<file path="src/rtl/flag_branch_pkg.sv">
// Shared types and constants for the execute-stage flag/branch unit:
// ALU opcodes that touch flags, branch condition encodings, the flag
// register layout and small decode helpers.
package flag_branch_pkg;

  // Opcodes that write flags
  localparam logic [3:0] OP_ADD = 4'h0;
  localparam logic [3:0] OP_SUB = 4'h1;
  localparam logic [3:0] OP_XOR = 4'h2;
  localparam logic [3:0] OP_SLL = 4'h4;
  localparam logic [3:0] OP_SRA = 4'h5;
  localparam logic [3:0] OP_ROR = 4'h6;

  // Branch condition codes
  typedef enum logic [2:0] {
    COND_NE = 3'b000,
    COND_EQ = 3'b001,
    COND_GT = 3'b010,
    COND_LT = 3'b011,
    COND_GE = 3'b100,
    COND_LE = 3'b101,
    COND_OV = 3'b110,
    COND_UN = 3'b111
  } cond_t;

  // Architectural flag register
  typedef struct packed {
    logic z;
    logic v;
    logic n;
  } flags_t;

  // Which flags an opcode is allowed to write.
  function automatic flags_t flag_mask(input logic [3:0] op);
    flags_t m;
    case (op)
      OP_ADD, OP_SUB:         m = '{z: 1'b1, v: 1'b1, n: 1'b1};
      OP_XOR, OP_SLL,
      OP_SRA, OP_ROR:         m = '{z: 1'b1, v: 1'b0, n: 1'b0};
      default:                m = '{z: 1'b0, v: 1'b0, n: 1'b0};
    endcase
    return m;
  endfunction

  // Arithmetic ops whose overflow is counted for debug.
  function automatic logic is_arith(input logic [3:0] op);
    return (op == OP_ADD) || (op == OP_SUB);
  endfunction

endpackage

</file>
<file path="src/rtl/flag_branch_unit_if.sv">
// Execute-stage bundle between the pipeline and the flag/branch unit.
// The master side presents pipeline control, the EX instruction result
// and a branch request; the slave side returns flags, the registered
// branch decision and the overflow event count.
interface flag_branch_unit_if #(
  parameter int WIDTH = 16,
  parameter int CNT_W = 16
);

  // Pipeline control
  logic             stall;
  logic             flush;

  // EX instruction
  logic             ex_valid;
  logic [3:0]       ex_op;
  logic [WIDTH-1:0] alu_result;
  logic             alu_ovfl;

  // Branch request
  logic             br_valid;
  logic [2:0]       br_cond;

  // Results
  logic             flag_z;
  logic             flag_v;
  logic             flag_n;
  logic             br_resolved;
  logic             br_taken;
  logic [CNT_W-1:0] ovfl_count;

  modport master (
    output stall, flush, ex_valid, ex_op, alu_result, alu_ovfl,
           br_valid, br_cond,
    input  flag_z, flag_v, flag_n, br_resolved, br_taken, ovfl_count
  );

  modport slave (
    input  stall, flush, ex_valid, ex_op, alu_result, alu_ovfl,
           br_valid, br_cond,
    output flag_z, flag_v, flag_n, br_resolved, br_taken, ovfl_count
  );

endinterface

</file>
<file path="src/rtl/flag_branch_unit_cond_eval.sv">
// Combinational branch condition evaluator. Shared with the
// register-branch path, so it only sees a condition code and a flag set.
module branch_cond_eval
  import flag_branch_pkg::*;
(
  input  cond_t  cond,
  input  flags_t flags,
  output logic   taken
);

  // Decode the condition code against the supplied flags
  always_comb begin
    taken = 1'b0;
    case (cond)
      COND_NE: taken = ~flags.z;
      COND_EQ: taken = flags.z;
      COND_GT: taken = ~flags.z & ~flags.n;
      COND_LT: taken = flags.n;
      COND_GE: taken = flags.z | (~flags.z & ~flags.n);
      COND_LE: taken = flags.n | flags.z;
      COND_OV: taken = flags.v;
      COND_UN: taken = 1'b1;
      default: taken = 1'b0;
    endcase
  end

endmodule

</file>
<file path="src/rtl/flag_branch_unit.sv">
// Execute-stage flag register and branch resolver. Flags are updated
// per opcode from the ALU result; branches see the flags an in-flight
// flag-setting instruction is about to write, so a compare and its
// branch can share a cycle. The branch decision is registered as a
// one-cycle pulse for fetch, and overflow events are counted (saturating).
module flag_branch_unit
  import flag_branch_pkg::*;
#(
  parameter int WIDTH = 16,
  parameter int CNT_W = 16
) (
  input  logic               clk,
  input  logic               rst,
  flag_branch_unit_if.slave  bus
);

  logic             upd_s;
  logic             run_s;
  flags_t           mask_s;
  flags_t           next_flags_s;
  flags_t           eff_flags_s;
  logic             cond_true_s;
  logic             cnt_inc_s;

  flags_t           flags_r;
  logic             br_resolved_r;
  logic             br_taken_r;
  logic [CNT_W-1:0] ovfl_count_r;

  // A flushed or stalled instruction never writes architectural state
  assign run_s = ~bus.stall & ~bus.flush;
  assign upd_s = bus.ex_valid & run_s;

  // Candidate flag values and the opcode's write mask
  always_comb begin
    next_flags_s.z = (bus.alu_result == {WIDTH{1'b0}});
    next_flags_s.n = bus.alu_result[WIDTH-1];
    next_flags_s.v = bus.alu_ovfl;
    mask_s         = flag_mask(bus.ex_op);
  end

  // Effective flags: forward this cycle's write so a same-cycle branch
  // sees it; also serves as the flag register's next state
  always_comb begin
    eff_flags_s = flags_r;
    if (upd_s) begin
      eff_flags_s.z = mask_s.z ? next_flags_s.z : flags_r.z;
      eff_flags_s.v = mask_s.v ? next_flags_s.v : flags_r.v;
      eff_flags_s.n = mask_s.n ? next_flags_s.n : flags_r.n;
    end else begin
      eff_flags_s = flags_r;
    end
  end

  branch_cond_eval u_cond_eval (
    .cond  (cond_t'(bus.br_cond)),
    .flags (eff_flags_s),
    .taken (cond_true_s)
  );

  // Overflow event qualifier; stops at all-ones so it never wraps
  assign cnt_inc_s = upd_s & is_arith(bus.ex_op) & bus.alu_ovfl &
                     (ovfl_count_r != {CNT_W{1'b1}});

  // Architectural flag register (eff_flags_s already holds when idle)
  always_ff @(posedge clk or posedge rst) begin
    if (rst) begin
      flags_r <= '{z: 1'b0, v: 1'b0, n: 1'b0};
    end else begin
      flags_r <= eff_flags_s;
    end
  end

  // Registered branch decision: flush drops it, stall holds it
  always_ff @(posedge clk or posedge rst) begin
    if (rst) begin
      br_resolved_r <= 1'b0;
      br_taken_r    <= 1'b0;
    end else if (bus.flush) begin
      br_resolved_r <= 1'b0;
      br_taken_r    <= 1'b0;
    end else if (bus.stall) begin
      br_resolved_r <= br_resolved_r;
      br_taken_r    <= br_taken_r;
    end else begin
      br_resolved_r <= bus.br_valid;
      br_taken_r    <= bus.br_valid & cond_true_s;
    end
  end

  // Saturating overflow event counter
  always_ff @(posedge clk or posedge rst) begin
    if (rst) begin
      ovfl_count_r <= {CNT_W{1'b0}};
    end else if (cnt_inc_s) begin
      ovfl_count_r <= ovfl_count_r + {{(CNT_W-1){1'b0}}, 1'b1};
    end else begin
      ovfl_count_r <= ovfl_count_r;
    end
  end

  assign bus.flag_z      = flags_r.z;
  assign bus.flag_v      = flags_r.v;
  assign bus.flag_n      = flags_r.n;
  assign bus.br_resolved = br_resolved_r;
  assign bus.br_taken    = br_taken_r;
  assign bus.ovfl_count  = ovfl_count_r;

endmodule

</file>
<file path="src/flat_wrapper.sv">
// flat-port wrapper written by rule: the top's interface ports become plain ports
module flag_branch_unit_flat import flag_branch_pkg::*;
#(
  parameter int WIDTH = 16,
  parameter int CNT_W = 16
)
  (clk, rst, bus_stall, bus_flush, bus_ex_valid, bus_ex_op, bus_alu_result, bus_alu_ovfl, bus_br_valid, bus_br_cond, bus_flag_z, bus_flag_v, bus_flag_n, bus_br_resolved, bus_br_taken, bus_ovfl_count);
  flag_branch_unit_if #(.WIDTH(WIDTH), .CNT_W(CNT_W)) bus_i ();
  input  logic clk;
  input  logic rst;
  input wire logic [$bits(bus_i.stall)-1:0] bus_stall;
  input wire logic [$bits(bus_i.flush)-1:0] bus_flush;
  input wire logic [$bits(bus_i.ex_valid)-1:0] bus_ex_valid;
  input wire logic [$bits(bus_i.ex_op)-1:0] bus_ex_op;
  input wire logic [$bits(bus_i.alu_result)-1:0] bus_alu_result;
  input wire logic [$bits(bus_i.alu_ovfl)-1:0] bus_alu_ovfl;
  input wire logic [$bits(bus_i.br_valid)-1:0] bus_br_valid;
  input wire logic [$bits(bus_i.br_cond)-1:0] bus_br_cond;
  output wire logic [$bits(bus_i.flag_z)-1:0] bus_flag_z;
  output wire logic [$bits(bus_i.flag_v)-1:0] bus_flag_v;
  output wire logic [$bits(bus_i.flag_n)-1:0] bus_flag_n;
  output wire logic [$bits(bus_i.br_resolved)-1:0] bus_br_resolved;
  output wire logic [$bits(bus_i.br_taken)-1:0] bus_br_taken;
  output wire logic [$bits(bus_i.ovfl_count)-1:0] bus_ovfl_count;
  assign bus_i.stall = bus_stall;
  assign bus_i.flush = bus_flush;
  assign bus_i.ex_valid = bus_ex_valid;
  assign bus_i.ex_op = bus_ex_op;
  assign bus_i.alu_result = bus_alu_result;
  assign bus_i.alu_ovfl = bus_alu_ovfl;
  assign bus_i.br_valid = bus_br_valid;
  assign bus_i.br_cond = bus_br_cond;
  assign bus_flag_z = bus_i.flag_z;
  assign bus_flag_v = bus_i.flag_v;
  assign bus_flag_n = bus_i.flag_n;
  assign bus_br_resolved = bus_i.br_resolved;
  assign bus_br_taken = bus_i.br_taken;
  assign bus_ovfl_count = bus_i.ovfl_count;
  flag_branch_unit #(.WIDTH(WIDTH), .CNT_W(CNT_W)) u_core (.clk(clk), .rst(rst), .bus(bus_i));
endmodule
</file>
<file path="config.mk">
export PLATFORM = sky130hd
export DESIGN_NAME = flag_branch_unit_flat
export DESIGN_NICKNAME = d
export VERILOG_FILES = /design/src/rtl/flag_branch_pkg.sv /design/src/rtl/flag_branch_unit_if.sv /design/src/rtl/flag_branch_unit_cond_eval.sv /design/src/rtl/flag_branch_unit.sv /design/src/flat_wrapper.sv
export SDC_FILE = /design/constraint.sdc
export NUM_CORES = 1
export LEC_CHECK = 0
export CAP_MARGIN = 30
export CORE_MARGIN = 3
export CORE_UTILIZATION = 25
export CTS_BUF_LIST = sky130_fd_sc_hd__clkbuf_4 sky130_fd_sc_hd__clkbuf_8
export DETAILED_ROUTE_END_ITERATION = 7
export SETUP_SLACK_MARGIN = 0.15
export SYNTH_ARGS = -nofsm -noshare
export SYNTH_HDL_FRONTEND = slang
export SYNTH_SLANG_ARGS = --single-unit
export TNS_END_PERCENT = 5
</file>
<file path="constraint.sdc">
create_clock -name clk -period 3.2 [get_ports clk]
set_input_delay 0.8 -clock clk [delete_from_list [all_inputs] [get_ports clk]]
set_output_delay 0.8 -clock clk [all_outputs]
set_load 0.02 [all_outputs]
</file>
==> impl_metrics.csv, run 1 <==
group,metric,value,unit
synth,synth.area.top_cells,"sky130_fd_sc_hd__dfrtp_1 50%, sky130_fd_sc_hd__xnor2_1 9.2%, sky130_fd_sc_hd__xor2_1 3.4%",
critical_path,timing.reg2reg.setup_slack,1410,ps
placed_design,placed_cells_incl_taps,196,
critical_path,crit_fanout,4,
synth,yosys.cell_count.top_type,"sky130_fd_sc_hd__dfrtp_1",
timing,grt_setup_unrepaired,"false",
power,powerDensity,342,nW/um2
power,post-layout-total-power,0.575,mW
min_path,min_delay_path_depth,1,
floorplanning,floorplan.rows,22,
timing,timing_max_transition_violations_final,0,
placed_design,postPlaceCellArea,1640,um2
global_routing,grt_max_degree,22,
global_routing,grtUsageTotal,10.7,%
placed_design,place.detailed.hpwl,2.11,mm
min_path,worstHoldEndpoint,"u_core.bus.ovfl_count[14]",
global_routing,grt_remaining_overflow,0,
clocking,cts_hold_buffers,0,
timing,final_period_minus_worst_setup_slack,2920,ps
synth,ys_seq_area_share,50.3,%
clocking,cts_root_buffer,"sky130_fd_sc_hd__clkbuf_8",
synth,synth_top_flop_cell,"sky130_fd_sc_hd__dfrtp_1",
final_layout,drive_above_1_share,9.87,%
clocking,clock_tree_from_tritoncts,"built",
floorplanning,core_region_area,3850,um2
clocking,clk_path_buf_depth,2,
timing,timing.setup.tns,0,ps
floorplanning,die_h,70.6,um
synth,synth-edff-count,0,
timing,finalHoldViolations,0,
synth,netlist_instances,94,
critical_path,criticalPathCategory,"in -> reg",
outcome,status,"completed",
power,fraction_of_power_consumed_by_combinational_cells,19.6,%
synth,asyncSetResetFlopFracSynth,100,%
power,power.ir.vdd_worst,0.275,mV
synth,synth_seq_cells,21,
job,maxCapViolCount,0,
final_layout,fin_area,1680,um2
power,share_seq_of_total_power,50.1,%
clocking,path_clk_slew,80,ps
min_path,worst_hold_class,"reg -> reg",
critical_path,endpoint_kind,"flip-flop",
power,switching_share,25.0,%
critical_path,reg2reg_depth,6,
drt,vias_per_cell,4.72,
timing,worstMarginPinSlew,803,ps
synth,syn_nets,125,
final_layout,n_antenna_cell,0,
critical_path,worst_r2r_startpoint,"u_core.bus.ovfl_count[4]",
drt,num_vias,944,
synth,yosys.area.top_type,"sky130_fd_sc_hd__dfrtp_1",
floorplanning,die-width,70.6,um
drt,detail_route.drc_violations,0,
final_layout,area_growth,61.0,%
critical_path,required,3340,ps
synth,mean_instance_size_in_the_synthesized_netlist,11.1,um2
synth,ys_warn_count,0,
critical_path,arrival,3060,ps
drt,wire_per_inst,12.9,um
placed_design,port_buffers,50,
clocking,postCtsSetupBuffers,0,
drt,antenna_violating_nets_post_route,0,
floorplanning,dieArea,4990,um2
final_layout,final_net_count,184,
synth,synth.top_cell.area_share,50.3,%
timing,final_critical_path_share_of_the_clock_period,91.4,%
min_path,holdCritStartpoint,"u_core.bus.ovfl_count[14]",
global_routing,grt_antenna_before_repair,0,
timing,holdWs,504,ps
drt,drt-pass1-iter-count,4,
placed_design,final_estimated_routing_congestion_in_global_placement,0.875,
clocking,htree_num_levels,1,
clocking,cts_repair_resize_count,0,
power,p_int,0.431,mW
power,total_switching_power,0.144,mW
timing,clock.fmax,342,MHz
power,clock_network_fraction_of_total_power,30.3,%
critical_path,reg2reg_to,"u_core.bus.ovfl_count[8]",
global_routing,first_pass_grt_wire_length,4.38,mm
synth,synth_top_cells_by_count,"21 x sky130_fd_sc_hd__dfrtp_1, 11 x sky130_fd_sc_hd__xnor2_1, 7 x sky130_fd_sc_hd__nand2_1",
final_layout,final_cells,200,
drt,drt_first_iter_violations,33,
floorplanning,initial_utilization,27.1,%
power,total_leakage_power,0.730,nW
timing,finalSetupViolCount,0,
global_routing,vias_in_the_first_global_route,973,
drt,totalWireLength,2.58,mm
timing,finalClockSkew,3.84,ps
clocking,cts.sinks,21,
clocking,clock_insertion_delay_worst_skew,260,ps
floorplanning,num_io_pins,51,
synth,post_synth_num_cell_types,30,
clocking,tritoncts.num_buffers,3,
synth,synthesis.area,1040,um2
critical_path,start_kind,"primary input",
timing,max-slew-margin-rel,46.4,%
power groups by stage:
stage                     sequential (mW)  clock, mW  combinational, mW
after floorplan                     0.305          0             0.0296
after global placement              0.293          0              0.112
after detailed placement            0.293          0              0.114
after CTS                           0.288      0.180              0.114
after global routing                0.290      0.187              0.121
final                               0.288      0.174              0.112
state kept, by name, summed over array words and instances, names as in the netlist:
signal and count:
u_core.bus.br_resolved 1, u_core.bus.br_taken 1, u_core.bus.flag_n 1, u_core.bus.flag_v 1, u_core.bus.flag_z 1, u_core.bus.ovfl_count 16
worst max-delay path, cell delays in order:
cell	delay [ps]
sky130_fd_sc_hd__clkdlybuf4s50_1	420
sky130_fd_sc_hd__or4b_4	560
sky130_fd_sc_hd__or3_1	360
sky130_fd_sc_hd__mux2_4	340
sky130_fd_sc_hd__mux2_4	260
sky130_fd_sc_hd__a221oi_2	210
sky130_fd_sc_hd__o22ai_1	90
layout by cell type, fill, tap and decap left out:
master,Yosys,layout
sky130_fd_sc_hd__nor3_1,3,3
sky130_fd_sc_hd__nor4_1,4,4
sky130_fd_sc_hd__buf_4,0,4
sky130_fd_sc_hd__nand4_1,5,5
sky130_fd_sc_hd__nor2_1,4,4
sky130_fd_sc_hd__nor4b_1,1,1
sky130_fd_sc_hd__nor2b_1,2,2
sky130_fd_sc_hd__or4b_1,1,1
sky130_fd_sc_hd__mux2i_1,3,3
sky130_fd_sc_hd__o31ai_1,1,1
sky130_fd_sc_hd__xnor2_1,11,11
sky130_fd_sc_hd__nand2_1,7,7
sky130_fd_sc_hd__clkinv_2,0,1
sky130_fd_sc_hd__and3_1,2,2
sky130_fd_sc_hd__o211a_1,1,1
sky130_fd_sc_hd__a21oi_1,3,3
sky130_fd_sc_hd__dfrtp_1,21,21
sky130_fd_sc_hd__or4b_4,1,1
sky130_fd_sc_hd__inv_2,1,1
sky130_fd_sc_hd__o22ai_1,1,1
sky130_fd_sc_hd__xor2_1,4,4
sky130_fd_sc_hd__clkbuf_8,0,3
sky130_fd_sc_hd__inv_1,3,3
sky130_fd_sc_hd__clkdlybuf4s50_1,0,50
sky130_fd_sc_hd__a31oi_1,1,1
sky130_fd_sc_hd__and4_1,1,1
sky130_fd_sc_hd__mux2_2,1,1
sky130_fd_sc_hd__ha_1,1,1
sky130_fd_sc_hd__mux2_4,2,2
sky130_fd_sc_hd__a21o_1,1,1
sky130_fd_sc_hd__or3_1,1,1
sky130_fd_sc_hd__nand3_1,5,5
sky130_fd_sc_hd__a311o_2,1,1
sky130_fd_sc_hd__a221oi_2,1,1
cells by family after synthesis:
logic type,count (synthesis),share of synthesized area [%]
multiplexers,6,6.83
AO/OA/AOI/OAI,10,7.55
buffers and inverters,4,1.44
XOR/XNOR,15,12.6
flip-flops,21,50.3
AND/OR/NAND/NOR,37,20.1
adder cells (fa/ha/maj),1,1.20
through the flow:
stage               util, %  worst slack, ps
floorplan                 -              524
global placement       42.4             50.1
detailed placement     42.4            -13.7
CTS                    43.6              261
global route           43.6              181
finish                 43.6              276
per-layer routing:
metal	vias to the layer above	global-route usage (%)	share of wire [%]
met1	446	13.6	44
met3	2	3.27	6.1
met2	37	17.8	49
met5	-	0	0
met4	0	2.51	0.62
li1	459	-	-
worst max path at each step:
stage	startpoint	to	cells after the start
final	bus_flush	u_core.bus.br_taken	7
after floorplan	bus_flush	u_core.bus.br_taken	6
after global placement	bus_flush	u_core.bus.br_taken	7
after detailed placement	bus_flush	u_core.bus.br_taken	7
after global routing	bus_stall	u_core.bus.ovfl_count[7]	7
after CTS	bus_flush	u_core.bus.br_taken	7
cell type report:
class                           instances  area, um2
Fill cell                             363       2170
Sequential cell                        21        526
Timing Repair Buffer                   54        531
Clock buffer                            3       41.3
Clock inverter                          1       5.00
Multi-Input combinational cell         69        504
Tap cell                               48       60.1
Inverter                                4       15.0
Power figures use the tool's default switching activity.
==> run 2: changes to the inputs <==
--- a/config.mk
+++ b/config.mk
@@ -6,10 +6,12 @@
 export NUM_CORES = 1
 export LEC_CHECK = 0
 export CAP_MARGIN = 30
-export CORE_MARGIN = 3
+export CORE_ASPECT_RATIO = 0.6
+export CORE_MARGIN = 1.5
 export CORE_UTILIZATION = 25
 export CTS_BUF_LIST = sky130_fd_sc_hd__clkbuf_4 sky130_fd_sc_hd__clkbuf_8
 export DETAILED_ROUTE_END_ITERATION = 7
+export MAX_ROUTING_LAYER = met4
 export SETUP_SLACK_MARGIN = 0.15
 export SYNTH_ARGS = -nofsm -noshare
 export SYNTH_HDL_FRONTEND = slang
==> run 2 against run 1 <==
Non-clock buffer count grew 1. Critical path depth unchanged. Register-to-register slack lost 110 ps. Clock power is 7% higher. Worst setup slack worse by 37 ps. Fmax fell by 1.2%. Core utilization grew 0.51 points. Combinational power grew 4%. Largest cell class unchanged. First-iteration DRC count shrank 58%. Cell area up 0.52%. Power rose by 2.6%.
==> impl_metrics.csv, run 2 (synthesized netlist as in run 1, its figures left out) <==
group,metric,value,unit
outcome,status,"completed",
job,maxCapViolCount,0,
drt,totalWireLength,2.94,mm
timing,holdWs,507,ps
final_layout,number_of_flip_flops_in_the_largest_register,16,
power,total_leakage_power,0.736,nW
final_layout,final_util,44.2,%
final_layout,leading_cell_type_in_the_layout_fill_and_taps_excluded,"sky130_fd_sc_hd__clkdlybuf4s50_1",
global_routing,vias_in_the_first_global_route,924,
min_path,worstHoldEndpoint,"u_core.bus.ovfl_count[14]",
timing,final_period_minus_worst_setup_slack,2960,ps
final_layout,final_cell_mix,"50 x sky130_fd_sc_hd__clkdlybuf4s50_1, 21 x sky130_fd_sc_hd__dfrtp_1, 11 x sky130_fd_sc_hd__xnor2_1",
power,power.ir.vdd_worst,0.240,mV
timing,timing.setup.tns,0,ps
drt,vias_per_cell,4.70,
critical_path,cp_dominant_cell_by_count,"sky130_fd_sc_hd__mux2_4",
drt,antenna_violating_nets_post_route,0,
critical_path,crit_fanout,4,
floorplanning,die_h,53.1,um
clocking,path_clk_slew,80,ps
critical_path,worst_r2r_startpoint,"u_core.bus.ovfl_count[4]",
drt,drt-pass1-iter-count,4,
clocking,clock_insertion_delay_worst_skew,270,ps
global_routing,grt_remaining_overflow,0,
timing,finalHoldViolations,0,
timing,finalSetupViolCount,0,
critical_path,worstSetupStartpoint,"bus_flush",
floorplanning,floorplan.rows,17,
clocking,htree_num_levels,1,
clocking,cts.sinks,21,
floorplanning,core_region_area,3830,um2
global_routing,grt_antenna_before_repair,0,
min_path,holdCritStartpoint,"u_core.bus.ovfl_count[14]",
final_layout,ff_latch_area,526,um2
floorplanning,num_io_pins,51,
critical_path,timing.reg2reg.setup_slack,1300,ps
global_routing,grtUsageTotal,14.2,%
final_layout,drive_above_1_share,10.5,%
critical_path,endpoint_kind,"flip-flop",
clocking,cts_repair_resize_count,0,
critical_path,arrival,3100,ps
critical_path,criticalPathCategory,"in -> reg",
floorplanning,dieArea,4590,um2
clocking,cts_root_buffer,"sky130_fd_sc_hd__clkbuf_8",
final_layout,multi_input_comb_area,504,um2
floorplanning,initial_utilization,27.3,%
global_routing,grt_max_degree,22,
placed_design,final_estimated_routing_congestion_in_global_placement,0.736,
min_path,min_delay_path_depth,1,
critical_path,reg2reg_depth,6,
critical_path,worst-path-buf-inv,1,
timing,final_critical_path_setup_slack,239,ps
final_layout,n_antenna_cell,0,
placed_design,port_buffers,50,
placed_design,post-place-ws,-13.0,ps
clocking,clock_tree_from_tritoncts,"built",
timing,timing_max_transition_violations_final,0,
critical_path,critical_path.cell_chain,"clkdlybuf4s50_1 -> or4b_4 -> or3_1 -> mux2_4 -> mux2_4 -> a221oi_2 -> o22ai_1",
timing,worstMarginPinSlew,829,ps
final_layout,fill_cells,371,
placed_design,place.detailed.hpwl,2.34,mm
critical_path,start_kind,"primary input",
timing,max-slew-margin-rel,44.7,%
drt,wire_per_inst,14.7,um
power,powerDensity,349,nW/um2
placed_design,postPlaceCellArea,1640,um2
timing,clock.fmax,338,MHz
drt,drt_first_iter_violations,14,
global_routing,first_pass_grt_wire_length,4.74,mm
timing,final_critical_path_share_of_the_clock_period,92.5,%
floorplanning,die-width,86.5,um
drt,num_vias,940,
min_path,worst_hold_class,"reg -> reg",
critical_path,required,3340,ps
timing,finalClockSkew,7.01,ps
clocking,postCtsSetupBuffers,0,
critical_path,crit_slowest_cell,"sky130_fd_sc_hd__or4b_4",
critical_path,reg2reg_to,"u_core.bus.ovfl_count[8]",
clocking,cts_hold_buffers,0,
final_layout,fin_area,1690,um2
final_layout,final_net_count,185,
drt,detail_route.drc_violations,0,
critical_path,cpPeakStageDelay,560,ps
clocking,tritoncts.num_buffers,3,
timing,grt_setup_unrepaired,"false",
critical_path,cp_top_family,"simple AND/OR/NAND/NOR gates",
final_layout,area_growth,61.8,%
clocking,clk_path_buf_depth,2,
run 2: final cells by class:
cell class | instances | share of cell area (%)
Clock buffer | 4 | 2.89
Timing Repair Buffer | 55 | 31.8
Tap cell | 47 | 3.48
Sequential cell | 21 | 31.1
Inverter | 4 | 0.888
Multi-Input combinational cell | 69 | 29.8
run 2: per-stage QoR:
step	total power, mW	instances
after detailed placement	0.408	196
after global placement	0.405	196
after CTS	0.595	200
final	0.590	200
after floorplan	0.334	94
after global routing	0.617	200
run 2: how the worst max path moves through the flow:
stage,endpoint,slack [ps],cells past startpoint
after floorplan,u_core.bus.br_taken,520,6
after global placement,u_core.bus.br_taken,50,7
after detailed placement,u_core.bus.br_taken,-10,7
after CTS,u_core.bus.br_taken,270,7
after global routing,u_core.bus.br_taken,180,7
final,u_core.bus.br_taken,240,7
run 2: layer usage:
metal	GRT usage (%)	vias to the layer above	wire length [um]
li1	-	465	-
met1	21.1	456	1580
met2	18.9	16	1250
met3	4.21	3	101
met4	2.42	0	10
met5	-	-	0
run 2: where the power goes:
group          switching (mW)  total, mW  leakage [nW]  internal [mW]
logic                  0.0469      0.116         0.426         0.0687
registers              0.0113      0.288         0.284          0.276
clock network          0.0898      0.187        0.0262         0.0974
total                   0.148      0.590         0.736          0.442
run 2: worst register-to-register path: stages (launching register included):
cell,delay (ps)
sky130_fd_sc_hd__dfrtp_1,450
sky130_fd_sc_hd__nand4_1,260
sky130_fd_sc_hd__nor3_1,490
sky130_fd_sc_hd__a21oi_1,140
sky130_fd_sc_hd__buf_4,180
sky130_fd_sc_hd__nor2b_1,140
sky130_fd_sc_hd__xnor2_1,130
==> variant (config.mk and constraints of run 1) <==
Reset style: synchronous (`rst`), changed in 3 clocked blocks.
--- a/src/rtl/flag_branch_unit.sv
+++ b/src/rtl/flag_branch_unit.sv
@@ -63,7 +63,7 @@
                      (ovfl_count_r != {CNT_W{1'b1}});
 
   // Architectural flag register (eff_flags_s already holds when idle)
-  always_ff @(posedge clk or posedge rst) begin
+  always_ff @(posedge clk) begin
     if (rst) begin
       flags_r <= '{z: 1'b0, v: 1'b0, n: 1'b0};
     end else begin
@@ -72,7 +72,7 @@
   end
 
   // Registered branch decision: flush drops it, stall holds it
-  always_ff @(posedge clk or posedge rst) begin
+  always_ff @(posedge clk) begin
     if (rst) begin
       br_resolved_r <= 1'b0;
       br_taken_r    <= 1'b0;
@@ -89,7 +89,7 @@
   end
 
   // Saturating overflow event counter
-  always_ff @(posedge clk or posedge rst) begin
+  always_ff @(posedge clk) begin
     if (rst) begin
       ovfl_count_r <= {CNT_W{1'b0}};
     end else if (cnt_inc_s) begin
Function: differs if rst is asserted again (counterexample within 4 cycles, from zero or initial values and one cycle with rst high); with rst held inactive, the same outputs for 10 cycles.
==> variant against run 1 <==
Die area increased by 0.65%; power decreased by 13%; register-to-register slack improved by 0.14 ns; largest power group unchanged; area after synthesis increased by 0.72%; worst setup slack got worse by 0.011 ns; final area increased by 0.67%; wire length increased by 2.9%; sequential power decreased by 8.7%; clock skew decreased by 0.00061 ns; sequential cell count unchanged.
==> variant: results <==
place:
  placed_area_um2: 1640
  placed_cells: 218
  dpl_worst_slack_ns: 0.00948
  place.gp.congestion: 0.968
routing:
  met2_wirelength_um: 1280
  avgRoutedWirePerCell_um: 12.0
  drt_iter0_markers: 35
  met3_length_um: 226
  avgViaCountPerCell: 4.81
synth:
  ys_seq_area_share_pct: 40.0
  async_reset_ff_share_pct: 0
  yosys-top-cells-count: "dfxtp_1 (21), nor2_1 (21), xor2_1 (12)"
  synthesis.nets: 146
  synth_area_leaders: "dfxtp_1 (40%), xor2_1 (10%), nor2_1 (7.5%)"
pwr:
  seqPwrFrac_pct: 52.5
  seq_cell_power_uw: 263
  internal_power_uw: 400
  ir_worst_vdd_mv: 0.103
  p_leak_nw: 0.625
  pwr-share-clk_pct: 35.6
finish:
  fin_cells: 222
  nets: 206
  fillerInstances: 387
global_routing:
  grt_pass1_wl_um: 4680
  grt_use_met1_pct: 13.2
  use_met3_pct: 3.13
  met2_usage_pct: 19.3
sta:
  slew_headroom_pct: 79.2
status:
  status: "finished clean"
## variant: area by class of cell
type / count / area share [%]
clock buffers: 4 / 2.88
multi-input cells: 91 / 35.6
flip-flops and latches: 21 / 24.8
well taps: 48 / 3.55
repair buffers: 58 / 33.1
## variant: path summary, 6_finish.rpt
path | cells past startpoint | slack [ns] | from | endpoint
worst min-delay path | 2 | 0.53 | u_core.bus.br_taken | u_core.bus.br_taken
worst max-delay path | 7 | 0.26 | bus_stall | u_core.bus.br_taken
worst max register to register | 7 | 1.55 | u_core.bus.ovfl_count[6] | u_core.bus.ovfl_count[15]
worst min register to register | 2 | 0.53 | u_core.bus.br_taken | u_core.bus.br_taken
## variant: kinds of logic (layout without fill, tap and decap cells)
kind of cell    Yosys count  after routing  synth area share, %
xor+xnor                 14             14                 11.7
flops                    21             21                 40.0
mux                       6              6                 5.83
simple gates             61             61                 32.1
fa+ha+maj                 1              1                 1.19
compound gates            9              9                 6.54
buf+inv                   3             62                 2.73
